<file path="src/rtl/rob_ctrl.sv">
// Reorder-buffer control: tracks allocation, out-of-order completion and
// in-order dual retirement of up to ROB_SIZE in-flight entries.
module rob_ctrl #(
    parameter int ROB_SIZE = 16,
    parameter int IDX_W    = 4
) (
    input  logic             clk,
    input  logic             rst_n,
    input  logic             alloc_req,
    output logic             alloc_grant,
    output logic [IDX_W-1:0] alloc_idx,
    input  logic             comp_a_valid,
    input  logic [IDX_W-1:0] comp_a_idx,
    input  logic             comp_b_valid,
    input  logic [IDX_W-1:0] comp_b_idx,
    input  logic             flush,
    output logic             ret0_valid,
    output logic [IDX_W-1:0] ret0_idx,
    output logic             ret1_valid,
    output logic [IDX_W-1:0] ret1_idx,
    output logic [IDX_W:0]   count,
    output logic             full,
    output logic             empty
);

    logic [ROB_SIZE-1:0] valid_q, valid_d;
    logic [ROB_SIZE-1:0] comp_q, comp_d;
    logic [IDX_W-1:0]    head_q, head_d, tail_q, tail_d, head_p1;
    logic [IDX_W:0]      count_q, count_d;

    assign head_p1   = head_q + IDX_W'(1);
    assign full      = (count_q == (IDX_W+1)'(ROB_SIZE));
    assign empty     = (count_q == '0);
    assign count     = count_q;
    assign alloc_idx = tail_q;
    assign ret0_idx  = head_q;
    assign ret1_idx  = head_p1;

    // Grant looks only at current occupancy, so a same-cycle retire never frees a slot early.
    assign alloc_grant = rst_n && alloc_req && !full && !flush;
    assign ret0_valid  = !empty && !flush && valid_q[head_q] && comp_q[head_q];
    assign ret1_valid  = ret0_valid && valid_q[head_p1] && comp_q[head_p1];

    always_comb begin
        valid_d = valid_q;
        comp_d  = comp_q;
        head_d  = head_q;
        tail_d  = tail_q;
        count_d = count_q + (IDX_W+1)'(alloc_grant)
                - (IDX_W+1)'(ret0_valid) - (IDX_W+1)'(ret1_valid);

        // A strobe to the tail being allocated finds valid==0 and is dropped naturally.
        if (comp_a_valid && valid_q[comp_a_idx]) comp_d[comp_a_idx] = 1'b1;
        if (comp_b_valid && valid_q[comp_b_idx]) comp_d[comp_b_idx] = 1'b1;

        if (ret0_valid) begin
            valid_d[head_q] = 1'b0;
            comp_d[head_q]  = 1'b0;
            head_d          = head_p1;
        end
        if (ret1_valid) begin
            valid_d[head_p1] = 1'b0;
            comp_d[head_p1]  = 1'b0;
            head_d           = head_q + IDX_W'(2);
        end

        if (alloc_grant) begin
            valid_d[tail_q] = 1'b1;
            comp_d[tail_q]  = 1'b0;
            tail_d          = tail_q + IDX_W'(1);
        end

        if (flush) begin
            valid_d = '0;
            comp_d  = '0;
            head_d  = '0;
            tail_d  = '0;
            count_d = '0;
        end
    end

    always_ff @(posedge clk or negedge rst_n) begin
        if (!rst_n) begin
            valid_q <= '0;
            comp_q  <= '0;
            head_q  <= '0;
            tail_q  <= '0;
            count_q <= '0;
        end else begin
            valid_q <= valid_d;
            comp_q  <= comp_d;
            head_q  <= head_d;
            tail_q  <= tail_d;
            count_q <= count_d;
        end
    end

endmodule

</file>
<file path="config.mk">
export PLATFORM = sky130hd
export DESIGN_NAME = rob_ctrl
export DESIGN_NICKNAME = d
export VERILOG_FILES = /design/src/rtl/rob_ctrl.sv
export SDC_FILE = /design/constraint.sdc
export NUM_CORES = 1
export LEC_CHECK = 0
export ABC_AREA = 1
export CAP_MARGIN = 10
export CORE_MARGIN = 1.5
export CORE_UTILIZATION = 60
export DETAILED_ROUTE_END_ITERATION = 16
export PLACE_DENSITY_LB_ADDON = 0.1
export SYNTH_ARGS = -nofsm -noshare
export SYNTH_HDL_FRONTEND = slang
export SYNTH_SLANG_ARGS = --single-unit
</file>
<file path="constraint.sdc">
create_clock -name clk -period 9.7 [get_ports clk]
set_input_delay 1.94 -clock clk [delete_from_list [all_inputs] [get_ports clk]]
set_output_delay 1.94 -clock clk [all_outputs]
set_load 0.005 [all_outputs]
</file>
==> results of run 1 <==
[worst paths after layout]
path / start / depth (start not counted) / to
setup / recovery: flush / 7 / ret1_valid
hold / removal: comp_q[3]$_DFF_PN0_ / 2 / comp_q[3]$_DFF_PN0_
setup reg to reg: ret0_idx[1]$_DFFE_PN0P_ / 20 / count[4]$_DFF_PN0_
hold reg to reg: comp_q[3]$_DFF_PN0_ / 2 / comp_q[3]$_DFF_PN0_
max in group asynchronous: rst_n / 2 / comp_q[3]$_DFF_PN0_
min in group asynchronous: rst_n / 2 / ret0_idx[0]$_DFFE_PN0P_
[area by class of cell]
cell class | count | area, µm² | share of cell area
multi-input combinational | 545 | 2630 | 0.5508
clock inverter | 3 | 65.06 | 0.01363
clock buffer | 5 | 68.82 | 0.01441
inverter | 107 | 404.1 | 0.08464
sequential | 45 | 1126 | 0.2358
timing repair buffer | 37 | 360.3 | 0.07547
tap | 96 | 120.1 | 0.02516
[Yosys cell counts (all sizes together) (6+ instances only)]
| cell type | instances |
|---|---|
| nand4 | 27 |
| nor3 | 6 |
| ha | 17 |
| clkinv | 6 |
| a21oi | 33 |
| o21ai | 31 |
| dfrtp | 45 |
| nand2 | 248 |
| nor2 | 104 |
| nand3 | 70 |
| buf | 18 |
| inv | 101 |
[per-stage QoR]
step	setup slack, ns	utilization	cell area [µm²]	hold WS (ns)	power, mW
5_1_grt	2.443	0.6951	4775	0.5964	0.4188
6_report	2.651	0.6951	4775	0.5354	0.4077
2_1_floorplan	4.891	-	4304	0.4863	0.2168
3_5_place_dp	2.660	0.6756	4641	0.5142	0.2381
4_1_cts	2.662	0.6951	4775	0.5361	0.4066
3_3_place_gp	2.778	0.6756	4641	0.5039	0.2371
[state kept, by name (all words and copies together) (netlist names)]
signal	count
alloc_idx	4
count	5
ret0_idx	4
comp_q	16
valid_q	16
[critical path, cell delays in order]
cell and delay [ns]:
clkdlybuf4s50_1 0.96, inv_1 0.82, nand3_4 0.18, nor2_8 0.25, nand2_4 0.21, nor2_4 0.20
clkdlybuf4s50_1 0.53
[per-layer routing]
metal / vias up / wire (µm) / track usage / part of all wire
li1: 2296 / - / - / -
met1: 2182 / 5607 / 0.5000 / 0.39
met2: 367 / 6653 / 0.6580 / 0.46
met5: - / 0 / 0 / 0
met3: 50 / 1480 / 0.05184 / 0.10
met4: 0 / 582 / 0.1717 / 0.041
[power by group]
part / internal, mW / switching [mW] / total (mW) / leakage [nW]
Clock: 0.102 / 0.0698 / 0.172 / 0.0681
Combinational: 0.0140 / 0.0311 / 0.0451 / 1.66
Sequential: 0.189 / 0.00173 / 0.190 / 0.627
Total: 0.305 / 0.103 / 0.408 / 2.36
[cells by family (layout without fill, tap and decap cells)]
| group | after synthesis | after routing | share of synthesized area |
|---|---|---|---|
| buffers and inverters | 128 | 152 | 0.1273 |
| adder cells (fa/ha/maj) | 18 | 18 | 0.05407 |
| AND/OR/NAND/NOR | 459 | 459 | 0.4750 |
| flip-flops | 45 | 45 | 0.2616 |
| AO/OA/AOI/OAI | 66 | 66 | 0.07791 |
| XOR/XNOR | 2 | 2 | 0.004071 |
==> run_results.csv, run 1 <==
group,metric,value,unit
outcome,status,"completed",
sta,fmax,0.1419,GHz
sta,setup_viol,0,
global_route,grt_pass1_wl,22.76,mm
clocking,root_buffer,"clkbuf_8",
floorplanning,die_area,0.007690,mm²
sta,worst_slew_pin_slew,1.067,ns
sta,fin_crit,7.049,ns
final_layout,instances_no_fill,838,
route,drtPass1Iterations,6,
placement,dp.cells,830,
clocking,cts_inserted_buffers,5,
sta,grt_setup_unrepaired,"false",
synth,ys_ff_latch,45,
final_layout,nFillCells,622,
sta,max_slew_margin,0.2864,
worst_setup_path,cp-end-kind,"output port",
run,cap_violations,0,
power_and_ir_drop,power_density,85.39,mW/mm²
synth,netlist_instances,718,
floorplanning,num_io_pins,36,
worst_setup_path,arrival,5.11,ns
synth,ys_seq_area_frac,0.2616,
synth,yosys_warnings,0,
floorplanning,die_h,87.70,µm
synth,synth_edf_count,0,
worst_setup_path,required,7.76,ns
synth,synth.avg_cell_area,5.995,µm²
route,vias_per_cell,5.841,
hold_path,min_path_type,"flip-flop to flip-flop",
global_route,grt_overflow,0,
final_layout,diodes,0,
route,wl_per_cell,17.09,µm
synth,ys.flop_type,"dfrtp_1",
clocking,postCtsSetupBuffers,0,
final_layout,final_common_cell,"nand2_1",
final_layout,area_growth,10.93,%
floorplanning,core_area,0.006869,mm²
clocking,clkTransAtPathRegs,0.09,ns
worst_setup_path,r2r_setup_slack,5.03,ns
global_route,antenna_found_initial,0,
worst_setup_path,path_max_fanout,28,
floorplanning,start_util,0.6266,
synth,synth_nets,750,
placement,globalplace.congestion,0.9904,
sta,final.period_utilization,0.7267,
synth,synth_area_leaders,"dfrtp_1, nand2_1, inv_1",
sta,hold_viol,0,
clocking,cts.sinks,45,
route,ant_nets,0,
power_and_ir_drop,p_leak,2.355,nW
final_layout,drive_gt1_frac,0.06334,
route,drt_iter0_markers,480,
power_and_ir_drop,vdd_ir_drop_max,75.78,µV
clocking,htreeDepth,2,
floorplanning,die_w,87.70,µm
global_route,grt_max_degree,47,
synth,synth_largest_area_cell,"dfrtp_1",
route,vias,4895,
route,drc,0,
route,drt_wl_total,14.32,mm
clocking,cts_tree,"yes",
worst_setup_path,crit_type,"input port to output port",
clocking,cts_resized,0,
placement,port_buffers,35,
global_route,grt_pass1_vias,4465,
sta,finalMaxSlewViolations,0,
floorplanning,rows,30,
clocking,cts_hold_buf,0,
synth,yosysTopAreaCellShare,0.2616,
final_layout,nets,773,
placement,place_hpwl,10.67,mm
worst_setup_path,critPathLaunchType,"input port",
final_layout,final_cell_mix,"nand2_1, inv_1, nor2_1",
global_route,track_usage,0.3899,
synth,syn_area,0.004304,mm²
sta,fin_setup_tns,0,ns
clocking,clock_latency,0.31,ns
sta,finClkSkew,0.006862,ns
synth,async_reset_ff_frac,1.000,
clocking,clockBufferDepth,2,
synth,ys_types,32,
No activity file was read; power rests on OpenSTA's default activity.
==> inputs of run 2 (changes only) <==
==> constraint.sdc (replaced) <==
create_clock -name clk -period 7.3 [get_ports clk]
set_input_delay 1.46 -clock clk [delete_from_list [all_inputs] [get_ports clk]]
set_output_delay 1.46 -clock clk [all_outputs]
set_load 0.005 [all_outputs]
==> run 2 against run 1 <==
  * Via count grew 0.82%
  * Largest power group unchanged
  * Critical path depth rose by 1
  * Routed wire length rose by 4.0%
  * Highest routed layer unchanged
  * Non-clock buffer count increased by 1
  * Flip-flop and latch count is the same
  * Total power rose by 35%
  * Register-to-register slack got worse by 2.3 ns
  * Sequential power grew 33%
==> run_results.csv, run 2 (synthesis gave the netlist of run 1 again) <==
group,metric,value,unit
outcome,status,"completed",
final_layout,area_growth,11.19,%
global_route,antenna_found_initial,0,
power_and_ir_drop,power_switching_share,0.2586,
global_route,grt_pass1_wl,23.67,mm
clocking,cts_hold_buf,0,
worst_setup_path,critical_path_buf_inv_count,4,
worst_setup_path,cp_num_cells,8,
sta,setup_viol,0,
route,drtPass1Iterations,6,
route,drt_iter0_markers,464,
power_and_ir_drop,comb_power_share,0.113,
global_route,grt_overflow,0,
global_route,grt_pass1_vias,4566,
hold_path,hold_start,"comp_q[3]$_DFF_PN0_",
floorplanning,start_util,0.6266,
clocking,cts_inserted_buffers,5,
worst_setup_path,cpPeakStageDelay,0.61,ns
placement,globalplace.congestion,0.9794,
worst_setup_path,critPathLaunch,"flush",
worst_setup_path,critPathLaunchType,"input port",
sta,hold_viol,0,
power_and_ir_drop,switchingPower,0.1421,mW
clocking,root_buffer,"clkbuf_8",
worst_setup_path,cp_slowest_cell,"clkdlybuf4s50_1",
worst_setup_path,crit_end,"ret0_valid",
route,vias_per_cell,5.882,
hold_path,min_path_type,"flip-flop to flip-flop",
clocking,cts.sinks,45,
placement,place_hpwl,11.07,mm
clocking,cts_resized,0,
floorplanning,die_h,87.70,µm
worst_setup_path,required,5.84,ns
clocking,postCtsSetupBuffers,0,
clocking,clkTransAtPathRegs,0.10,ns
sta,worst_hold_slack,0.5578,ns
worst_setup_path,path_max_fanout,28,
final_layout,instances_no_fill,839,
power_and_ir_drop,clkPwrFrac,0.427,
sta,fmax,0.1811,GHz
worst_setup_path,crit_family,"buffers and inverters",
sta,grt_setup_unrepaired,"false",
floorplanning,num_io_pins,36,
power_and_ir_drop,vdd_ir_drop_max,96.27,µV
final_layout,drive_gt1_frac,0.06460,
final_layout,nets,774,
worst_setup_path,r2r_setup_slack,2.72,ns
floorplanning,rows,30,
placement,dpl_cell_area,0.004648,mm²
sta,worst_slew_pin_slew,0.7797,ns
floorplanning,core_area,0.006869,mm²
global_route,track_usage,0.4121,
clocking,clock_latency,0.31,ns
placement,port_buffers,35,
route,drc,0,
power_and_ir_drop,p_seq_frac,0.461,
floorplanning,die_w,87.70,µm
sta,finalMaxSlewViolations,0,
floorplanning,die_area,0.007690,mm²
final_layout,final_cell_mix,"nand2_1, inv_1, nor2_1",
final_layout,final_util,0.6967,
route,vias,4935,
clocking,cts_tree,"yes",
worst_setup_path,arrival,4.06,ns
sta,fin_setup_tns,0,ns
worst_setup_path,ff2ff_path_depth,20,
worst_setup_path,crit_type,"input port to output port",
placement,dp.cells,831,
sta,final.period_utilization,0.7566,
power_and_ir_drop,p_int,0.4074,mW
sta,finClkSkew,0.007297,ns
clocking,htreeDepth,2,
power_and_ir_drop,power_density,114.8,mW/mm²
sta,max_slew_margin,0.4783,
final_layout,final_common_cell,"nand2_1",
final_layout,diodes,0,
global_route,grt_max_degree,47,
route,drt_wl_total,14.89,mm
worst_setup_path,cp_cell_sequence,"clkdlybuf4s50_1 > buf_4 > inv_1 > nand2_1 > a21oi_1 > nand2_1 > nor2_2 > clkdlybuf4s50_1",
worst_setup_path,cp-end-kind,"output port",
final_layout,finish.instance_area,0.004786,mm²
worst_setup_path,r2r_start,"ret0_idx[1]$_DFFE_PN0P_",
run,cap_violations,0,
power_and_ir_drop,p_leak,2.361,nW
route,ant_nets,0,
sta,fin_crit,5.523,ns
route,wl_per_cell,17.75,µm
clocking,clockBufferDepth,2,
worst_setup_path,rr_endpoint,"count[4]$_DFF_PN0_",
-- run 2: cell types whose count changed in the layout (fill, tap and decap cells not counted), sizes merged --
cell,delta
inv,+1
clkinv,-1
buf,+1
-- run 2: cell type report --
cell class	count	area, µm²
Clock buffer	5	68.82
Fill cell	625	2083
Multi-Input combinational cell	545	2630
Sequential cell	45	1126
Tap cell	96	120.1
Inverter	107	404.1
Timing Repair Buffer	38	367.9
Clock inverter	3	68.82
-- run 2: worst min path at each step --
stage | endpoint | cells after the start | slack (ns)
6_report | comp_q[3]$_DFF_PN0_ | 2 | 0.56
5_1_grt | comp_q[3]$_DFF_PN0_ | 2 | 0.58
4_1_cts | comp_q[3]$_DFF_PN0_ | 2 | 0.56
3_5_place_dp | comp_q[3]$_DFF_PN0_ | 2 | 0.54
3_3_place_gp | comp_q[3]$_DFF_PN0_ | 2 | 0.53
2_1_floorplan | comp_q[11]$_DFF_PN0_ | 2 | 0.49
-- run 2: tightest hold or removal path, delay by kind of cell (launching register included) --
kind,cells,cell delay (ns)
and+or+nand+nor,2,0.13
DFF,1,0.39
-- run 2: routing by layer --
| layer | vias to the layer above | track usage | share of wire |
|---|---|---|---|
| li1 | 2297 | - | - |
| met1 | 2256 | 0.5145 | 0.38 |
| met2 | 307 | 0.6748 | 0.47 |
| met3 | 75 | 0.08294 | 0.092 |
| met4 | 0 | 0.2165 | 0.056 |
| met5 | - | 0 | 0 |
-- run 2: power by group through the flow --
| stage | registers [mW] | logic, mW | clock network [mW] |
|---|---|---|---|
| floorplan | 0.257 | 0.0308 | 0 |
| global placement | 0.258 | 0.0582 | 0 |
| detailed placement | 0.258 | 0.0594 | 0 |
| CTS | 0.253 | 0.0598 | 0.234 |
| global route | 0.253 | 0.0680 | 0.243 |
| finish | 0.253 | 0.0618 | 0.235 |
-- run 2: through the flow --
step	total power, mW	worst slack [ns]
2_1_floorplan	0.2881	3.451
3_3_place_gp	0.3160	1.931
3_5_place_dp	0.3172	1.898
4_1_cts	0.5469	1.885
5_1_grt	0.5645	1.615
6_report	0.5496	1.777
